**config.mk**
```make
export PLATFORM = sky130hd
export DESIGN_NAME = dds_cmd_ctrl
export DESIGN_NICKNAME = d
export VERILOG_FILES = /design/src/rtl/dds_cmd_pkg.sv /design/src/rtl/dds_cmd_ctrl.sv
export SDC_FILE = /design/constraint.sdc
export NUM_CORES = 1
export LEC_CHECK = 0
export CAP_MARGIN = 20
export CORE_ASPECT_RATIO = 0.5
export CORE_MARGIN = 1.5
export CORE_UTILIZATION = 45
export DETAILED_ROUTE_END_ITERATION = 12
export PLACE_DENSITY = 0.71
export SYNTH_ARGS = -nofsm -noshare
export SYNTH_HDL_FRONTEND = slang
export SYNTH_SLANG_ARGS = --single-unit
```
**constraint.sdc**
```tcl
create_clock -name clk -period 3.8 [get_ports clk]
set_input_delay 0.76 -clock clk [delete_from_list [all_inputs] [get_ports clk]]
set_output_delay 0.76 -clock clk [all_outputs]
set_load 0.02 [all_outputs]
```
**src/rtl/dds_cmd_pkg.sv**
```systemverilog
// ============================================================================
// Module      : dds_cmd_pkg
// Description : Framing bytes, command codes and FSM states for dds_cmd_ctrl.
// Revision    : 1.0 - initial release
// ============================================================================
`default_nettype none

package dds_cmd_pkg;

   localparam logic [7:0] HDR_BYTE = 8'hAA;
   localparam logic [7:0] FTR_BYTE = 8'h55;

   localparam logic [7:0] CMD_FTW   = 8'h01;
   localparam logic [7:0] CMD_PHASE = 8'h02;
   localparam logic [7:0] CMD_AMP   = 8'h03;
   localparam logic [7:0] CMD_EN    = 8'h04;
   localparam logic [7:0] CMD_PRST  = 8'h05;

   localparam int unsigned PAYLOAD_BYTES = 4;

   typedef enum logic [2:0] {
      ST_IDLE   = 3'd0,
      ST_CMD    = 3'd1,
      ST_DATA   = 3'd2,
      ST_FOOTER = 3'd3,
      ST_COMMIT = 3'd4
   } state_e;

   function automatic logic is_valid_cmd(input logic [7:0] c);
      return (c >= CMD_FTW) && (c <= CMD_PRST);
   endfunction

endpackage

`default_nettype wire

```
**src/rtl/dds_cmd_ctrl.sv**
```systemverilog
// ============================================================================
// Module      : dds_cmd_ctrl
// Description : UART packet parser (AA cmd p3 p2 p1 p0 55) driving DDS config.
// Revision    : 1.0 - initial release
// ============================================================================
`default_nettype none

module dds_cmd_ctrl
   import dds_cmd_pkg::*;
#(
   parameter int unsigned CLK_HZ         = 100_000_000,
   parameter int unsigned TIMEOUT_CYCLES = 100_000,
   parameter logic [31:0] RESET_FTW      = 32'h0000_0000,
   parameter logic [15:0] RESET_AMP      = 16'hFFFF
) (
   input  logic        clk,
   input  logic        resetn,
   input  logic [7:0]  rx_data,
   input  logic        rx_valid,
   output logic [31:0] freq_word,
   output logic [31:0] phase_offset,
   output logic [15:0] amplitude,
   output logic        out_en,
   output logic        phase_rst,
   output logic        cfg_update,
   output logic        pkt_error,
   output logic [7:0]  err_count
);

   localparam int unsigned     TW   = $clog2(TIMEOUT_CYCLES);
   localparam logic [TW-1:0]   TMAX = TW'(TIMEOUT_CYCLES - 1);

   if (TIMEOUT_CYCLES < 2 || CLK_HZ == 0) begin : g_param_check
      $error("dds_cmd_ctrl: TIMEOUT_CYCLES must be >= 2 and CLK_HZ non-zero");
   end

   state_e          state_q, state_d;
   logic [7:0]      cmd_q;
   logic [31:0]     shadow_q;
   logic [1:0]      byte_cnt_q;
   logic [TW-1:0]   tmo_q, tmo_d;
   logic            err_d;
   logic            timeout;
   logic            commit, wr_ftw, wr_phase, wr_amp, wr_en, wr_prst;

   logic [31:0]     freq_q, phase_q;
   logic [15:0]     amp_q;
   logic            en_q, prst_q, upd_q, err_q;
   logic [7:0]      err_cnt_q;

   always_ff @(posedge clk) begin
      if (!resetn) state_q <= ST_IDLE;
      else         state_q <= state_d;
   end

   assign timeout = (state_q inside {ST_CMD, ST_DATA, ST_FOOTER}) && !rx_valid && (tmo_q == TMAX);

   always_comb begin
      state_d = state_q;
      err_d   = 1'b0;
      case (state_q)
         // COMMIT lasts one cycle; a byte seen then is handled as in IDLE.
         ST_IDLE, ST_COMMIT: begin
            state_d = (rx_valid && rx_data == HDR_BYTE) ? ST_CMD : ST_IDLE;
         end
         ST_CMD: begin
            if (rx_valid) begin
               state_d = is_valid_cmd(rx_data) ? ST_DATA : ST_IDLE;
               err_d   = !is_valid_cmd(rx_data);
            end else if (timeout) begin
               state_d = ST_IDLE;
               err_d   = 1'b1;
            end
         end
         ST_DATA: begin
            if (rx_valid) begin
               if (byte_cnt_q == 2'(PAYLOAD_BYTES - 1)) state_d = ST_FOOTER;
            end else if (timeout) begin
               state_d = ST_IDLE;
               err_d   = 1'b1;
            end
         end
         ST_FOOTER: begin
            if (rx_valid) begin
               state_d = (rx_data == FTR_BYTE) ? ST_COMMIT : ST_IDLE;
               err_d   = (rx_data != FTR_BYTE);
            end else if (timeout) begin
               state_d = ST_IDLE;
               err_d   = 1'b1;
            end
         end
         default: state_d = ST_IDLE;
      endcase

      if (rx_valid || !(state_d inside {ST_CMD, ST_DATA, ST_FOOTER})) tmo_d = '0;
      else                                                            tmo_d = tmo_q + 1'b1;
   end

   always_comb begin
      commit   = (state_q == ST_COMMIT);
      wr_ftw   = commit && (cmd_q == CMD_FTW);
      wr_phase = commit && (cmd_q == CMD_PHASE);
      wr_amp   = commit && (cmd_q == CMD_AMP);
      wr_en    = commit && (cmd_q == CMD_EN);
      wr_prst  = commit && (cmd_q == CMD_PRST);
   end

   always_ff @(posedge clk) begin
      if (!resetn) begin
         cmd_q      <= '0;
         shadow_q   <= '0;
         byte_cnt_q <= '0;
         tmo_q      <= '0;
         freq_q     <= RESET_FTW;
         phase_q    <= '0;
         amp_q      <= RESET_AMP;
         en_q       <= 1'b0;
         prst_q     <= 1'b0;
         upd_q      <= 1'b0;
         err_q      <= 1'b0;
         err_cnt_q  <= '0;
      end else begin
         tmo_q  <= tmo_d;
         err_q  <= err_d;
         upd_q  <= commit;
         prst_q <= wr_prst;
         if (err_d && err_cnt_q != 8'hFF) err_cnt_q <= err_cnt_q + 8'd1;

         if (state_q == ST_CMD && rx_valid) begin
            cmd_q      <= rx_data;
            byte_cnt_q <= '0;
         end
         if (state_q == ST_DATA && rx_valid) begin
            shadow_q   <= {shadow_q[23:0], rx_data};
            byte_cnt_q <= byte_cnt_q + 2'd1;
         end

         if (wr_ftw)   freq_q  <= shadow_q;
         if (wr_phase) phase_q <= shadow_q;
         if (wr_amp)   amp_q   <= shadow_q[15:0];
         if (wr_en)    en_q    <= shadow_q[0];
      end
   end

   assign freq_word    = freq_q;
   assign phase_offset = phase_q;
   assign amplitude    = amp_q;
   assign out_en       = en_q;
   assign phase_rst    = prst_q;
   assign cfg_update   = upd_q;
   assign pkt_error    = err_q;
   assign err_count    = err_cnt_q;

endmodule

`default_nettype wire

```
# Word level (Yosys, flattened, before mapping)

Cells that the tools add are included.

Bits in registers: 154
RAM bits: 0
ROM bits: 0
Output and inout port bits: 92
Memories kept: 0
Bits in latches: 0
Input bits: 11
Word-level logic and storage cells: 75

Divide/modulo/power cells: 0
Multipliers: 0
$add $sub $neg: 3
Reduce and logical (&&, ||, !) cells: 22
Eq/ne operators: 18
Bitwise logic cells: 1
Mux-type cells: 16
Magnitude comparators: 2
Shift operators: 0

Operators with widths:

| kind                                                                                | number |
|---|---|
| 3-bit 2-to-1 mux                                                                    | 6 |
| 17-bit by 1-bit adder with 17-bit output, second input constant                     | 1 |
| 17-bit == test, second input constant                                               | 1 |
| 8-bit by 2-bit == test with 1-bit output, second input constant                     | 2 |
| 8-bit by 3-bit == test with 1-bit output, second input constant                     | 2 |
| 3-bit by 2-bit == test with 1-bit output, second input constant                     | 4 |
| 1-bit logical AND                                                                   | 12 |
| 3-bit one-hot mux with 4 select lines                                               | 1 |
| 8-bit by 1-bit adder with 8-bit output, second input constant                       | 1 |
| 8-bit by 1-bit == test with 1-bit output, second input constant                     | 1 |
| 8-bit by 7-bit == test with 1-bit output, second input constant                     | 1 |
| 8-bit == test, second input constant                                                | 1 |
| 8-bit by 1-bit greater-or-equal comparator with 1-bit output, second input constant | 1 |
| 8-bit by 3-bit less-or-equal comparator with 1-bit output, second input constant    | 1 |
| 8-bit by 7-bit != test with 1-bit output, second input constant                     | 1 |
| 8-bit != test, second input constant                                                | 1 |
| 3-bit by 1-bit == test with 1-bit output, second input constant                     | 2 |
| 2-bit 2-to-1 mux                                                                    | 3 |
| 3-bit nonzero test                                                                  | 2 |
| 1-bit 2-to-1 mux                                                                    | 5 |
| 2-bit OR reduction                                                                  | 2 |
| 3-bit == test, second input constant                                                | 1 |
| 1-bit zero test                                                                     | 3 |
| 3-bit zero test                                                                     | 1 |
| other kinds (6)                                                                     | 6 |

# Logic depth before layout (Yosys ltp)

Gate-level depths: netlist of the first run.

Depth in word-level cells: 12
Mapped depth: 8
Gate-level depth less buffers: 6

# Least setup slack after synthesis of the first run

Ideal clock, no wire load.

Path kind: input -> register
From: input port rx_data[0]
To: register tmo_q[10]
Setup slack: 1,426 ps
Arrival time: 2,308 ps
Buffers on the path: 2
Data required time: 3,735 ps
Cell stages on the path: 7
Setup time: 65 ps
Path through: or4_1 > nor4_1 > a21oi_1 > a211o_1 > clkbuf_1 > clkbuf_1 > nor2_1

Word-level cells in the longest chain between the ends: 10
Elaborated cells between the ends (all ways): 19
Those cells by class: 2 x order compare; 5 x eq/ne; 6 x mux; 6 x reduce/logical

RTL lines:

| what                                                                                                                                             | line                | text |
|---|---|---|
| start, declared                                                                                                                                  | dds_cmd_ctrl.sv:18  | `input logic [7:0] rx_data,` |
| 8-bit by 1-bit greater-or-equal comparator with 1-bit output / 8-bit by 3-bit less-or-equal comparator with 1-bit output (equally long branches) | dds_cmd_pkg.sv:30   | `return (c >= CMD_FTW) && (c <= CMD_PRST);` |
| 1-bit logical AND                                                                                                                                | dds_cmd_pkg.sv:30   |  |
| 2-bit 2-to-1 mux                                                                                                                                 | dds_cmd_ctrl.sv:68  | `state_d = is_valid_cmd(rx_data) ? ST_DATA : ST_IDLE;` |
| 3-bit 2-to-1 mux                                                                                                                                 | dds_cmd_ctrl.sv:67  | `if (rx_valid) begin` |
| 3-bit one-hot mux with 4 select lines *                                                                                                          | dds_cmd_ctrl.sv:61  | `case (state_q)` |
| 3-bit by 1-bit == test with 1-bit output / 3-bit by 2-bit == test with 1-bit output (equally long branches)                                      | dds_cmd_ctrl.sv:95  | `if (rx_valid \|\| !(state_d inside {ST_CMD, ST_DATA, ST_FOOTER})) tmo_d = '0;` |
| 3-bit nonzero test *                                                                                                                             | dds_cmd_ctrl.sv:95  |  |
| 1-bit zero test *                                                                                                                                | dds_cmd_ctrl.sv:95  |  |
| 1-bit logical OR *                                                                                                                               | dds_cmd_ctrl.sv:95  |  |
| 2-bit OR reduction (no source line) *                                                                                                            | -                   |  |
| end signal, assigned                                                                                                                             | dds_cmd_ctrl.sv:123 | `tmo_q <= tmo_d;` |
| end, declared                                                                                                                                    | dds_cmd_ctrl.sv:41  | `logic [TW-1:0] tmo_q, tmo_d;` |

Mark *: on every way between the ends. The rest lies on a longest branch, timed or not.
A chain may end at the register's enable or synchronous reset.

# Final worst setup path of the first run

From: register state_q[0]
To: register phase_q[12] (netlist: phase_offset[12])

Word-level cells in the longest chain between the ends: 2

RTL lines:

| what                   | line                | text |
|---|---|---|
| start, declared        | dds_cmd_ctrl.sv:37  | `state_e state_q, state_d;` |
| start signal, assigned | dds_cmd_ctrl.sv:53  | `else state_q <= state_d;` |
| 3-bit == test          | dds_cmd_ctrl.sv:100 | `commit = (state_q == ST_COMMIT);` |
| 1-bit logical AND      | dds_cmd_ctrl.sv:102 | `wr_phase = commit && (cmd_q == CMD_PHASE);` |
| end signal, assigned   | dds_cmd_ctrl.sv:139 | `if (wr_phase) phase_q <= shadow_q;` |
| end, declared          | dds_cmd_ctrl.sv:46  | `logic [31:0] freq_q, phase_q;` |

Every way passes these cells.

==> results of run 1 <==
[synthesized netlist by cell type (8+ instances only)]
master	n	area share, %
a21oi_1	112	9.4
buf_2	8	0.67
clkbuf_1	31	2.0
dfxtp_1	154	52
inv_1	8	0.51
mux2i_1	21	3.5
nand2_1	232	15
nand2_2	10	1.1
nand3_1	19	1.6
nor2_1	28	1.8
xor2_1	9	1.3
[kinds of logic after synthesis]
kind of cell | count (synthesis)
xor gates and xnor gates | 15
muxes | 22
adders and majority gates | 3
and+or+nand+nor | 340
AOI/OAI and AO/OA | 134
DFF | 154
buffers and inverters | 52
[final cells by class]
class,instances,area [um^2]
fillers,1165,5130
flip-flops and latches,154,3080
multi-input cells,514,2620
repair buffers,113,1100
clock buffers,19,453
well taps,170,213
clock inverters,13,131
inverters,8,31.3
[worst register-to-register path, stage by stage, from the launching register on]
cell and delay (ps):
dfxtp_1 420, or3b_1 490, nor4_1 550, and3b_1 520, buf_4 340, nand2_1 110, a21oi_1 130
[layer usage]
layer,up-vias,track usage [%],share of wire (%)
met5,-,0,0
met2,98,34.1,48
met4,0,8.20,1.2
met1,2414,28.2,47
li1,2584,-,-
met3,16,5.24,3.5
[sequential cells by signal, summed over array words and instances, names as in the netlist]
| register | flops |
|---|---|
| amplitude | 16 |
| cmd_q | 8 |
| phase_rst | 1 |
| phase_offset | 32 |
| freq_word | 32 |
| state_q | 3 |
| err_count | 8 |
| pkt_error | 1 |
| out_en | 1 |
| tmo_q | 17 |
| cfg_update | 1 |
| shadow_q | 32 |
| byte_cnt_q | 2 |
[per-stage QoR]
stage               cell area [um^2]  hold WS (ps)
floorplan                       5940           430
global placement                7050           438
detailed placement              7050           446
CTS                             7640           454
global route                    7640           474
finish                          7640           451
[final timing paths]
| path | slack, ps | depth (start not counted) | endpoint | from |
|---|---|---|---|---|
| max | 1180 | 6 | phase_offset[12]$_SDFFE_PN0P_ | state_q[0]$_SDFF_PN0_ |
| min | 450 | 2 | phase_offset[3]$_SDFFE_PN0P_ | phase_offset[3]$_SDFFE_PN0P_ |
| max reg2reg | 1180 | 6 | phase_offset[12]$_SDFFE_PN0P_ | state_q[0]$_SDFF_PN0_ |
| min reg2reg | 450 | 2 | phase_offset[3]$_SDFFE_PN0P_ | phase_offset[3]$_SDFFE_PN0P_ |
[power groups by stage]
stage          logic, mW  registers [mW]  clock network, mW
4_1_cts           0.0496            1.61               1.67
2_1_floorplan     0.0274            1.65                  0
3_3_place_gp      0.0482            1.65                  0
6_report          0.0495            1.61               1.65
3_5_place_dp      0.0497            1.65                  0
5_1_grt           0.0550            1.61               1.76
[cells in the final DEF, fill, tap and decap left out, types with 10 or more instances in the layout]
cell type,netlist,routed
nand2_2,10,10
dfxtp_1,154,154
nor2_1,28,27
nand3_1,19,19
buf_4,1,11
mux2i_1,21,21
clkbuf_16,0,17
nand2_1,232,232
a21oi_1,112,112
clkdlybuf4s50_1,0,102
==> results.toml, run 1 <==
[floorplan]
rows = 29
die_h_um = 84.2
initial_core_util_pct = 46.5
dieArea_um2 = 13900
coreArea_um2 = 12800
pin_count = 103
die_w_um = 165

[global_route]
grt_pass1_wl_mm = 23.6
grtUsageTotal_pct = 21.4
antenna_found_initial = 0
grt_max_degree = 48
grt_pass1_vias = 4870
grt-ovfl-total = 0

[placement]
place_congestion = 0.851
dp_hpwl_mm = 9.53
dp_slack_ps = 776
place_inst = 959
io_buffers = 102

[synthesis]
synth_fp_nets = 734
synth_compound_area_share_pct = 12.3
synth-seq-cells = 154
synth_edf_count = 0
synthAdderAreaFrac_pct = 0.632
ys_seq_area_share_pct = 51.9
syn_avg_cell_area_um2 = 8.25
synth-simple-area-share_pct = 25.2
synth_mux_area_share_pct = 3.73
synth_cells = 720
synth-main-ff-cell = "dfxtp_1"
synth_top_family_by_area = "simple AND/OR/NAND/NOR gates"
yosysWarnings = 0
synthXorXnorAreaFrac_pct = 2.21
ys_types = 47
synth_area_um2 = 5940
synthArstFlopShare_pct = 0

[layout]
area_delta_synth_final_pct = 28.7
diodes = 0
fin_util_pct = 59.8
fin_cells = 991
drive_gt1_share_pct = 7.55
layout.nets = 822

[hold_path]
hold_path.class = "reg2reg"

[timing]
period_share_pct = 69.0
setup_tns_ps = 0
drv_slew = 0
finalClockSkew_ps = 14.1
hold_violations = 0
rsz0062_at_grt = "no"
finalCriticalPeriod_ps = 2620
setup_violations = 0
fin_ws_ps = 1180
slew_headroom_pct = 51.5
worst_pin_slew_ps = 721
fmax_mhz = 381

[worst_setup_path]
cp.required_ps = 4150
path_buf_inv = 1
end_kind = "flip-flop"
worstPathArrival_ps = 2970
slowest_stage = "nor4_1"
critPathLaunchType = "flip-flop"
crit_chain = "or3b_1 > nor4_1 > and3b_1 > buf_4 > nand2_1 > a21oi_1"
slowest_delay_ps = 550
cpLargestDelayFamily = "simple AND/OR/NAND/NOR gates"
cp_max_fo = 22
crit_type = "reg2reg"

[cts]
cts_tree = "done"
clk_path_buf_depth = 2
cts-resized-gates = 0
numCtsBuffers = 17
cts_sinks = 154
path_clk_slew_ps = 60
clock-root-buffer = "clkbuf_16"
clk_latency_ps = 420
h-tree-depth = 4
cts_hold_buf = 0
post_cts_buffers = 0

[route]
first_pass_iters = 4
routed_via_density = 5.16
drcViolationCount = 0
routed_wl_mm = 14.1
wl_per_cell_um = 14.2
drt_iter0_markers = 325
route.antenna.remaining_nets = 0
vias = 5112

[outcome]
status = "complete, no violations"

[power_and_ir_drop]
power_mw = 3.31
p_sw_share_pct = 22.0
p_clk_share_pct = 49.7
p_sw_uw = 726
sequentialPowerShare_pct = 48.8
power.leakage_nw = 2.47
vdd_drop_max_uv = 236
powerDensity_nw_per_um2 = 433
combPwrFrac_pct = 1.5
internal_power_mw = 2.58

[run]
max_cap_viol_count = 0
Note: power is estimated with default switching activity, not from simulation.
==> run 2: changes to the inputs <==
Clock period 3.8 ns to 2.5 ns, I/O delays scaled along.
==> run 2 against run 1 <==
Effect of this change: register-to-register slack worse by 1000 ps; sequential cell count is the same; first-iteration DRC count rose by 38%; die area unchanged; largest cell class unchanged; clock skew grew 1.7 ps; critical path type unchanged; sequential share of layout area down 1.1 points; critical path depth unchanged; global-route usage increased by 0.055 points; non-clock buffer count increased by 15; total power increased by 57%; core utilization rose by 1.6 points.
==> results.toml, run 2 (synthesis results as in run 1) <==
[timing]
fmax_mhz = 430
finalCriticalPeriod_ps = 2330
fin_ws_ps = 175
hold_violations = 0
worst_pin_slew_ps = 691
drv_slew = 0
rsz0062_at_grt = "no"
setup_violations = 0
period_share_pct = 93.0
finalClockSkew_ps = 15.8
slew_headroom_pct = 53.5

[worst_setup_path]
crit_type = "reg2reg"
cp.required_ps = 2790
worstPathArrival_ps = 2610
end_kind = "flip-flop"
rr_endpoint = "amplitude[4]$_SDFFE_PN1P_"
cp_max_fo = 16
r2r_cells = 6
r2r_start = "state_q[2]$_SDFF_PN0_"
r2r_slack_ps = 170
critPathLaunchType = "flip-flop"

[floorplan]
coreArea_um2 = 12800
die_w_um = 165
initial_core_util_pct = 46.5
die_h_um = 84.2
dieArea_um2 = 13900
rows = 29
pin_count = 103

[power_and_ir_drop]
internal_power_mw = 4.03
p_sw_mw = 1.17
powerDensity_nw_per_um2 = 663
vdd_drop_max_uv = 390
p_sw_share_pct = 22.5
sequentialPowerShare_pct = 47.2
combPwrFrac_pct = 1.7
power.leakage_nw = 2.58
p_clk_share_pct = 51.1

[route]
route.antenna.remaining_nets = 0
routed_wl_mm = 14.4
drcViolationCount = 0
drt_iter0_markers = 448
routed_via_density = 5.19
wl_per_cell_um = 14.3
first_pass_iters = 5
vias = 5226

[layout]
layout.nets = 837
seq_area_um2 = 3080
diodes = 0
fin_area_um2 = 7840
drive_gt1_share_pct = 9.21
fin_cells = 1006
area_delta_synth_final_pct = 32.1
multi_input_area_um2 = 2620
final_common_cell = "nand2_1"
mostFrequentLayoutCells = "nand2_1 (232), dfxtp_1 (154), a21oi_1 (112)"
fill_cells = 1118

[cts]
numCtsBuffers = 17
clk_latency_ps = 420
cts_hold_buf = 0
cts_tree = "done"
h-tree-depth = 4
post_cts_buffers = 0
path_clk_slew_ps = 60
clk_path_buf_depth = 2
cts_sinks = 154
cts-resized-gates = 0
clock-root-buffer = "clkbuf_16"

[global_route]
grt-ovfl-total = 0
antenna_found_initial = 0
grt_pass1_vias = 4925
busiest_layer = "met2"
grt_pass1_wl_mm = 23.6
grt_use_met3_pct = 5.14
grtUsageTotal_pct = 21.5
gr-usage-met1_pct = 27.6
grt_max_degree = 113
grtUsageMet2_pct = 35.9

[placement]
place_congestion = 0.799
place_inst = 974
dp_hpwl_mm = 9.47
dp_slack_ps = -93.3
placed_area_um2 = 7230
io_buffers = 102

[hold_path]
holdCritStartpoint = "cmd_q[5]$_SDFFE_PN0P_"
holdPathStages = 2
hold_end = "cmd_q[5]$_SDFFE_PN0P_"
hold_path.class = "reg2reg"

[run]
max_cap_viol_count = 0

[outcome]
status = "complete, no violations"
==> run 2: changes by cell type in the layout (fill, tap and decap cells not counted), sizes merged <==
cell    delta
bufinv     +1
inv        +2
clkinv     -2
buf       +15
clkbuf     -1
==> run 2: area by class of cell <==
cell class,instances,area share (%)
clock buffers,18,5.60
clock inverters,14,2.23
inverters,8,0.399
multi-input cells,514,33.5
flip-flops and latches,154,39.3
well taps,170,2.71
repair buffers,128,16.3
==> run 2: power by group through the flow <==
stage,logic (mW),registers [mW],clock network [mW]
finish,0.0890,2.45,2.66
global route,0.0959,2.45,2.81
CTS,0.0886,2.45,2.70
detailed placement,0.0880,2.51,0
global placement,0.0876,2.51,0
floorplan,0.0416,2.51,0
==> run 2: how the worst max path moves through the flow <==
stage,start,endpoint,slack (ps)
6_report,state_q[2]$_SDFF_PN0_,amplitude[4]$_SDFFE_PN1P_,170
5_1_grt,state_q[2]$_SDFF_PN0_,amplitude[1]$_SDFFE_PN1P_,60
4_1_cts,state_q[2]$_SDFF_PN0_,amplitude[0]$_SDFFE_PN1P_,180
3_5_place_dp,rx_data[7],err_count[2]$_SDFFE_PN0P_,-90
3_3_place_gp,rx_data[7],err_count[2]$_SDFFE_PN0P_,20
2_1_floorplan,state_q[2]$_SDFF_PN0_,amplitude[10]$_SDFFE_PN1P_,370
==> run 2: through the flow <==
stage          util, %  TNS (ps)  hold slack, ps  power (mW)
2_1_floorplan        -         0             430        2.55
5_1_grt           61.4         0             467        5.36
4_1_cts           61.4         0             453        5.24
3_3_place_gp      56.6         0             438        2.60
6_report          61.4         0             454        5.20
3_5_place_dp      56.6      -201             444        2.60
==> run 2: routing by layer <==
metal / vias to the layer above / part of all wire, % / wire length, um
li1: 2617 / - / -
met1: 2485 / 46 / 6650
met2: 115 / 49 / 7010
met3: 9 / 4.6 / 660
met4: 0 / 0.61 / 88
met5: - / 0 / 0
==> run 2: critical path: stages (launching register included) <==
cell and delay, ps:
dfxtp_1 460, or3b_1 460, or4_4 550, nor3b_2 270
buf_12 210, mux2i_1 200, nand2_1 60
==> run 3: changes to the inputs <==
Settings changed: CTS_CLUSTER_SIZE set to 8.
==> results of run 3 <==
Same layout as run 2: the final DEF is identical, and so are final timing and power.
==> variant 1: new RTL, flow settings as in run 2 <==
Add an input register stage for `rx_data` and `rx_valid`, without a reset; this delays them by one clock.
--- a/src/rtl/dds_cmd_ctrl.sv
+++ b/src/rtl/dds_cmd_ctrl.sv
@@ -30,6 +30,14 @@
    localparam int unsigned     TW   = $clog2(TIMEOUT_CYCLES);
    localparam logic [TW-1:0]   TMAX = TW'(TIMEOUT_CYCLES - 1);
 
+   logic [7:0] rx_data_q;
+   logic rx_valid_q;
+
+   always_ff @(posedge clk) begin
+      rx_data_q  <= rx_data;
+      rx_valid_q <= rx_valid;
+   end
+
    if (TIMEOUT_CYCLES < 2 || CLK_HZ == 0) begin : g_param_check
       $error("dds_cmd_ctrl: TIMEOUT_CYCLES must be >= 2 and CLK_HZ non-zero");
    end
@@ -53,7 +61,7 @@
       else         state_q <= state_d;
    end
 
-   assign timeout = (state_q inside {ST_CMD, ST_DATA, ST_FOOTER}) && !rx_valid && (tmo_q == TMAX);
+   assign timeout = (state_q inside {ST_CMD, ST_DATA, ST_FOOTER}) && !rx_valid_q && (tmo_q == TMAX);
 
    always_comb begin
       state_d = state_q;
@@ -61,19 +69,19 @@
       case (state_q)
          // COMMIT lasts one cycle; a byte seen then is handled as in IDLE.
          ST_IDLE, ST_COMMIT: begin
-            state_d = (rx_valid && rx_data == HDR_BYTE) ? ST_CMD : ST_IDLE;
+            state_d = (rx_valid_q && rx_data_q == HDR_BYTE) ? ST_CMD : ST_IDLE;
          end
          ST_CMD: begin
-            if (rx_valid) begin
-               state_d = is_valid_cmd(rx_data) ? ST_DATA : ST_IDLE;
-               err_d   = !is_valid_cmd(rx_data);
+            if (rx_valid_q) begin
+               state_d = is_valid_cmd(rx_data_q) ? ST_DATA : ST_IDLE;
+               err_d   = !is_valid_cmd(rx_data_q);
             end else if (timeout) begin
                state_d = ST_IDLE;
                err_d   = 1'b1;
             end
          end
          ST_DATA: begin
-            if (rx_valid) begin
+            if (rx_valid_q) begin
                if (byte_cnt_q == 2'(PAYLOAD_BYTES - 1)) state_d = ST_FOOTER;
             end else if (timeout) begin
                state_d = ST_IDLE;
@@ -81,9 +89,9 @@
             end
          end
          ST_FOOTER: begin
-            if (rx_valid) begin
-               state_d = (rx_data == FTR_BYTE) ? ST_COMMIT : ST_IDLE;
-               err_d   = (rx_data != FTR_BYTE);
+            if (rx_valid_q) begin
+               state_d = (rx_data_q == FTR_BYTE) ? ST_COMMIT : ST_IDLE;
+               err_d   = (rx_data_q != FTR_BYTE);
             end else if (timeout) begin
                state_d = ST_IDLE;
                err_d   = 1'b1;
@@ -92,7 +100,7 @@
          default: state_d = ST_IDLE;
       endcase
 
-      if (rx_valid || !(state_d inside {ST_CMD, ST_DATA, ST_FOOTER})) tmo_d = '0;
+      if (rx_valid_q || !(state_d inside {ST_CMD, ST_DATA, ST_FOOTER})) tmo_d = '0;
       else                                                            tmo_d = tmo_q + 1'b1;
    end
 
@@ -126,12 +134,12 @@
          prst_q <= wr_prst;
          if (err_d && err_cnt_q != 8'hFF) err_cnt_q <= err_cnt_q + 8'd1;
 
-         if (state_q == ST_CMD && rx_valid) begin
-            cmd_q      <= rx_data;
+         if (state_q == ST_CMD && rx_valid_q) begin
+            cmd_q      <= rx_data_q;
             byte_cnt_q <= '0;
          end
-         if (state_q == ST_DATA && rx_valid) begin
-            shadow_q   <= {shadow_q[23:0], rx_data};
+         if (state_q == ST_DATA && rx_valid_q) begin
+            shadow_q   <= {shadow_q[23:0], rx_data_q};
             byte_cnt_q <= byte_cnt_q + 2'd1;
          end
 
Function: changed (Yosys sat finds a counterexample within 4 cycles, from zero or initial values and one cycle with resetn low).
==> variant 1 against run 2 <==
Sequential cell count rose by 9; combinational power fell by 25%; setup slack improved by 0.10 ns; cell count rose by 0.50%; clock power rose by 2%; sequential share of layout area rose by 2.6 points; wire length rose by 0.15%; total power rose by 3.7%; design area fell by 0.62%; area after synthesis rose by 0.63%; critical path type unchanged.
==> variant 1: results (changes against run 2) <==
global_routing:
  use_met1: 0.284  # was 0.276
  grt_start_max_net_pins: 64  # was 113
  gr-usage-met3: 0.0396  # was 0.0514
  grtUsageTotal: 0.214  # was 0.215
  grt_use_met2: 0.352  # was 0.359
route:
  drt-vias-per-instance: 5.15  # was 5.19
  route.met2.wl_mm: 6.97  # was 7.01 mm
  drt_iter0_drc: 351  # was 448
  wl_met1_mm: 6.70  # was 6.65 mm
  wl_mm: 14.4  # about the same
  wl_per_cell_um: 14.3  # about the same
final_layout:
  final_layout_size_suffix_gt1_frac: 0.0678  # was 0.0921
  fin_nets: 842  # was 837
place:
  dpl_cell_area_um2: 7180  # was 7230 um2
  gp_congestion: 0.846  # was 0.799
  post-place-ws_ns: 0.243  # was -0.0933 ns
synthesis:
  synth.area.top_cells: "dfxtp_1, nand2_1, a21oi_1"  # unchanged
  synthCells: 735  # was 720
  ys_types: 45  # was 47
  synthMuxAreaShare: 0.00503  # was 0.0373
  synth_nets: 749  # was 734
  ys_top_cells_by_count: "nand2_1, dfxtp_1, a21oi_1, clkbuf_1, nor2_1"  # unchanged
  yosysSeqAreaShare: 0.546  # was 0.519
setup_path:
  crit_family: "compound AO/OA/AOI/OAI gates"  # was simple AND/OR/NAND/NOR gates
  arrival_ns: 2.53  # was 2.61 ns
  slowest_stage: "a2111oi_0"  # was or4_4
outcome:
  status: "completed"  # unchanged
sta:
  timing.slew.headroom: 0.489  # was 0.535
## variant 1: cell count changes in the layout (fill, tap and decap cells not counted), sizes merged, moves of 5 or more
cell    delta
mux2i     -18
nand2     +14
nand3     +13
buf       -11
nor2      +11
dfxtp      +9
inv        -7
a211oi     -6
and3       +5
## variant 1: final timing paths
path / start / endpoint / slack (ns) / depth (start not counted)
max: rx_data_q[1] / err_count[1] / 0.28 / 6
min: freq_word[11] / freq_word[11] / 0.45 / 2
max reg2reg: rx_data_q[1] / err_count[1] / 0.28 / 6
min reg2reg: freq_word[11] / freq_word[11] / 0.45 / 2
## variant 1: final cells by class
cell class,instances,area share
sequential,163,0.419
multi-input combinational,526,0.324
timing repair buffer,117,0.149
clock buffer,17,0.0546
tap,170,0.0273
clock inverter,15,0.0249
inverter,3,0.00161
## variant 1: report_power, final
part | internal (mW) | switching (mW)
Sequential | 2.60 | 0.0123
Clock | 1.60 | 1.11
Combinational | 0.0245 | 0.0423
==> variant 2: new RTL, flow settings as in run 2 <==
Without the edit above. `TIMEOUT_CYCLES`: 100_000 -> 200_000.
--- a/src/rtl/dds_cmd_ctrl.sv
+++ b/src/rtl/dds_cmd_ctrl.sv
@@ -9,7 +9,7 @@
    import dds_cmd_pkg::*;
 #(
    parameter int unsigned CLK_HZ         = 100_000_000,
-   parameter int unsigned TIMEOUT_CYCLES = 100_000,
+   parameter int unsigned TIMEOUT_CYCLES = 200_000,
    parameter logic [31:0] RESET_FTW      = 32'h0000_0000,
    parameter logic [15:0] RESET_AMP      = 16'hFFFF
 ) (
Formal check against the unedited RTL: same outputs for any inputs over 10 cycles, from zero or initial values and one cycle with resetn low; that may be too few to reach the edited logic, so the function may still have changed.
==> variant 2 against run 2 <==
Total power is 1.9% lower; design area is 5.4% higher; wire length is 1.5% higher; area after synthesis is 7.4% higher; sequential cell count is 1 higher; setup slack better by 0.22 ns; critical path depth stayed put.
==> variant 2: results (changes against run 2) <==
outcome:
  status: "completed"  # unchanged
final_layout:
  final_layout_size_suffix_gt1_frac: 0.0898  # was 0.0921
  fin_nets: 814  # was 837
sta:
  fin_skew_ns: 0.0120  # was 0.0158 ns
  timing.slew.headroom: 0.596  # was 0.535
route:
  wl_per_cell_um: 14.6  # was 14.3 um
  route.met2.wl_mm: 6.90  # was 7.01 mm
  route.met3.wl_um: 439  # was 660 um
  vias: 5127  # was 5226
  dr.max_layer_used: "met4"  # unchanged
  wl_met1_mm: 7.10  # was 6.65 mm
clock_tree:
  clock_latency_ns: 0.42  # about the same
setup_path:
  reg2reg_slack_ns: 0.39  # was 0.17 ns
  rr_endpoint: "freq_word[1]"  # was amplitude[4]
  slowest_stage: "or4b_2"  # was or4_4
synthesis:
  ys_types: 49  # was 47
  synth.area.top_cells: "dfxtp_1, nand2_1, a21boi_0"  # was dfxtp_1, nand2_1, a21oi_1
  synth_nets: 718  # was 734
  yosysSeqAreaShare: 0.487  # was 0.519
  ys_top_cells_by_count: "nand2_1, dfxtp_1, a21boi_0, mux2i_1"  # was nand2_1, dfxtp_1, a21oi_1, clkbuf_1, nor2_1
pwr:
  leakage_nw: 2.71  # was 2.58 nW
  peakVddDrop_uv: 420  # was 390 uV
global_routing:
  grt_start_max_net_pins: 143  # was 113
  first_global_vias: 4767  # was 4925
  grtUsageTotal: 0.205  # was 0.215
  grt_pass1_wl_mm: 23.9  # was 23.6 mm
hold_path:
  hold_path_startpoint: "resetn"  # was cmd_q[5]
  hold-path-endpoint: "cfg_update"  # was cmd_q[5]
  hold_class: "in -> reg"  # was reg -> reg
place:
  gp_congestion: 0.881  # was 0.799
  dpl_cell_area_um2: 7680  # was 7230 um2
variant 2: cell count changes after synthesis, sizes merged, moves of 4 or more:
cell    delta
buf        -5
clkbuf     +6
nor2      -23
nor2b     +34
a21oi    -108
a21boi    +75
nand3     +18
nand2     -46
and3       +5
a211oi    +15
nand3b     -4
mux2i     +19
variant 2: worst max-delay path by stage:
stage | end | cells past startpoint | slack [ns] | from
5_1_grt | err_count[0] | 7 | 0.26 | rx_valid
2_1_floorplan | tmo_q[10] | 6 | 0.53 | tmo_q[13]
3_5_place_dp | err_count[2] | 7 | 0.006 | rx_valid
6_report | freq_word[1] | 6 | 0.39 | state_q[0]
4_1_cts | freq_word[1] | 6 | 0.38 | state_q[0]
3_3_place_gp | err_count[2] | 7 | 0.05 | rx_valid
variant 2: area by class of cell:
type | count | area (um2)
clock inverter | 14 | 154
multi-input combinational | 496 | 3080
tap | 192 | 240
inverter | 8 | 30.0
fill | 1180 | 5440
sequential | 155 | 3100
timing repair buffer | 122 | 1230
clock buffer | 18 | 429
variant 2: per-layer routing:
metal  vias to the layer above  GRT usage
met5                         -          0
met4                         0     0.0646
met3                        21     0.0418
met2                        83      0.333
met1                      2446      0.275
li1                       2577          -
variant 2: kinds of logic (layout without fill, tap and decap cells):
group | count (synthesis) | after routing | synth area share
simple gates | 326 | 326 | 0.249
flops | 155 | 155 | 0.487
compound gates | 111 | 111 | 0.138
buf+inv | 53 | 162 | 0.0355
mux | 40 | 40 | 0.0628
xor+xnor | 16 | 16 | 0.0220
fa+ha+maj | 3 | 3 | 0.00589
variant 2: where the power goes:
| group | total (mW) | leakage, nW | switching, mW | internal, mW |
|---|---|---|---|---|
| combinational | 0.0969 | 1.19 | 0.0510 | 0.0459 |
| sequential | 2.47 | 1.25 | 0.000228 | 2.47 |
| clock | 2.54 | 0.281 | 1.12 | 1.42 |
variant 2: stage by stage:
step	instances	hold slack, ns	power (mW)	util	setup slack, ns
after floorplan	704	0.443	2.58	-	0.528
after global placement	973	0.438	2.62	0.561	0.0548
after detailed placement	973	0.447	2.62	0.561	0.00600
after CTS	1005	0.419	5.14	0.603	0.383
after global routing	1005	0.425	5.27	0.603	0.263
final	1005	0.435	5.10	0.603	0.394
variant 2: worst reg2reg max path, delay by kind of cell, from the launching register on:
family / cells / cell delay [ns]
buf+inv: 1 / 0.24
simple gates: 4 / 1.26
compound gates: 1 / 0.08
flops: 1 / 0.41
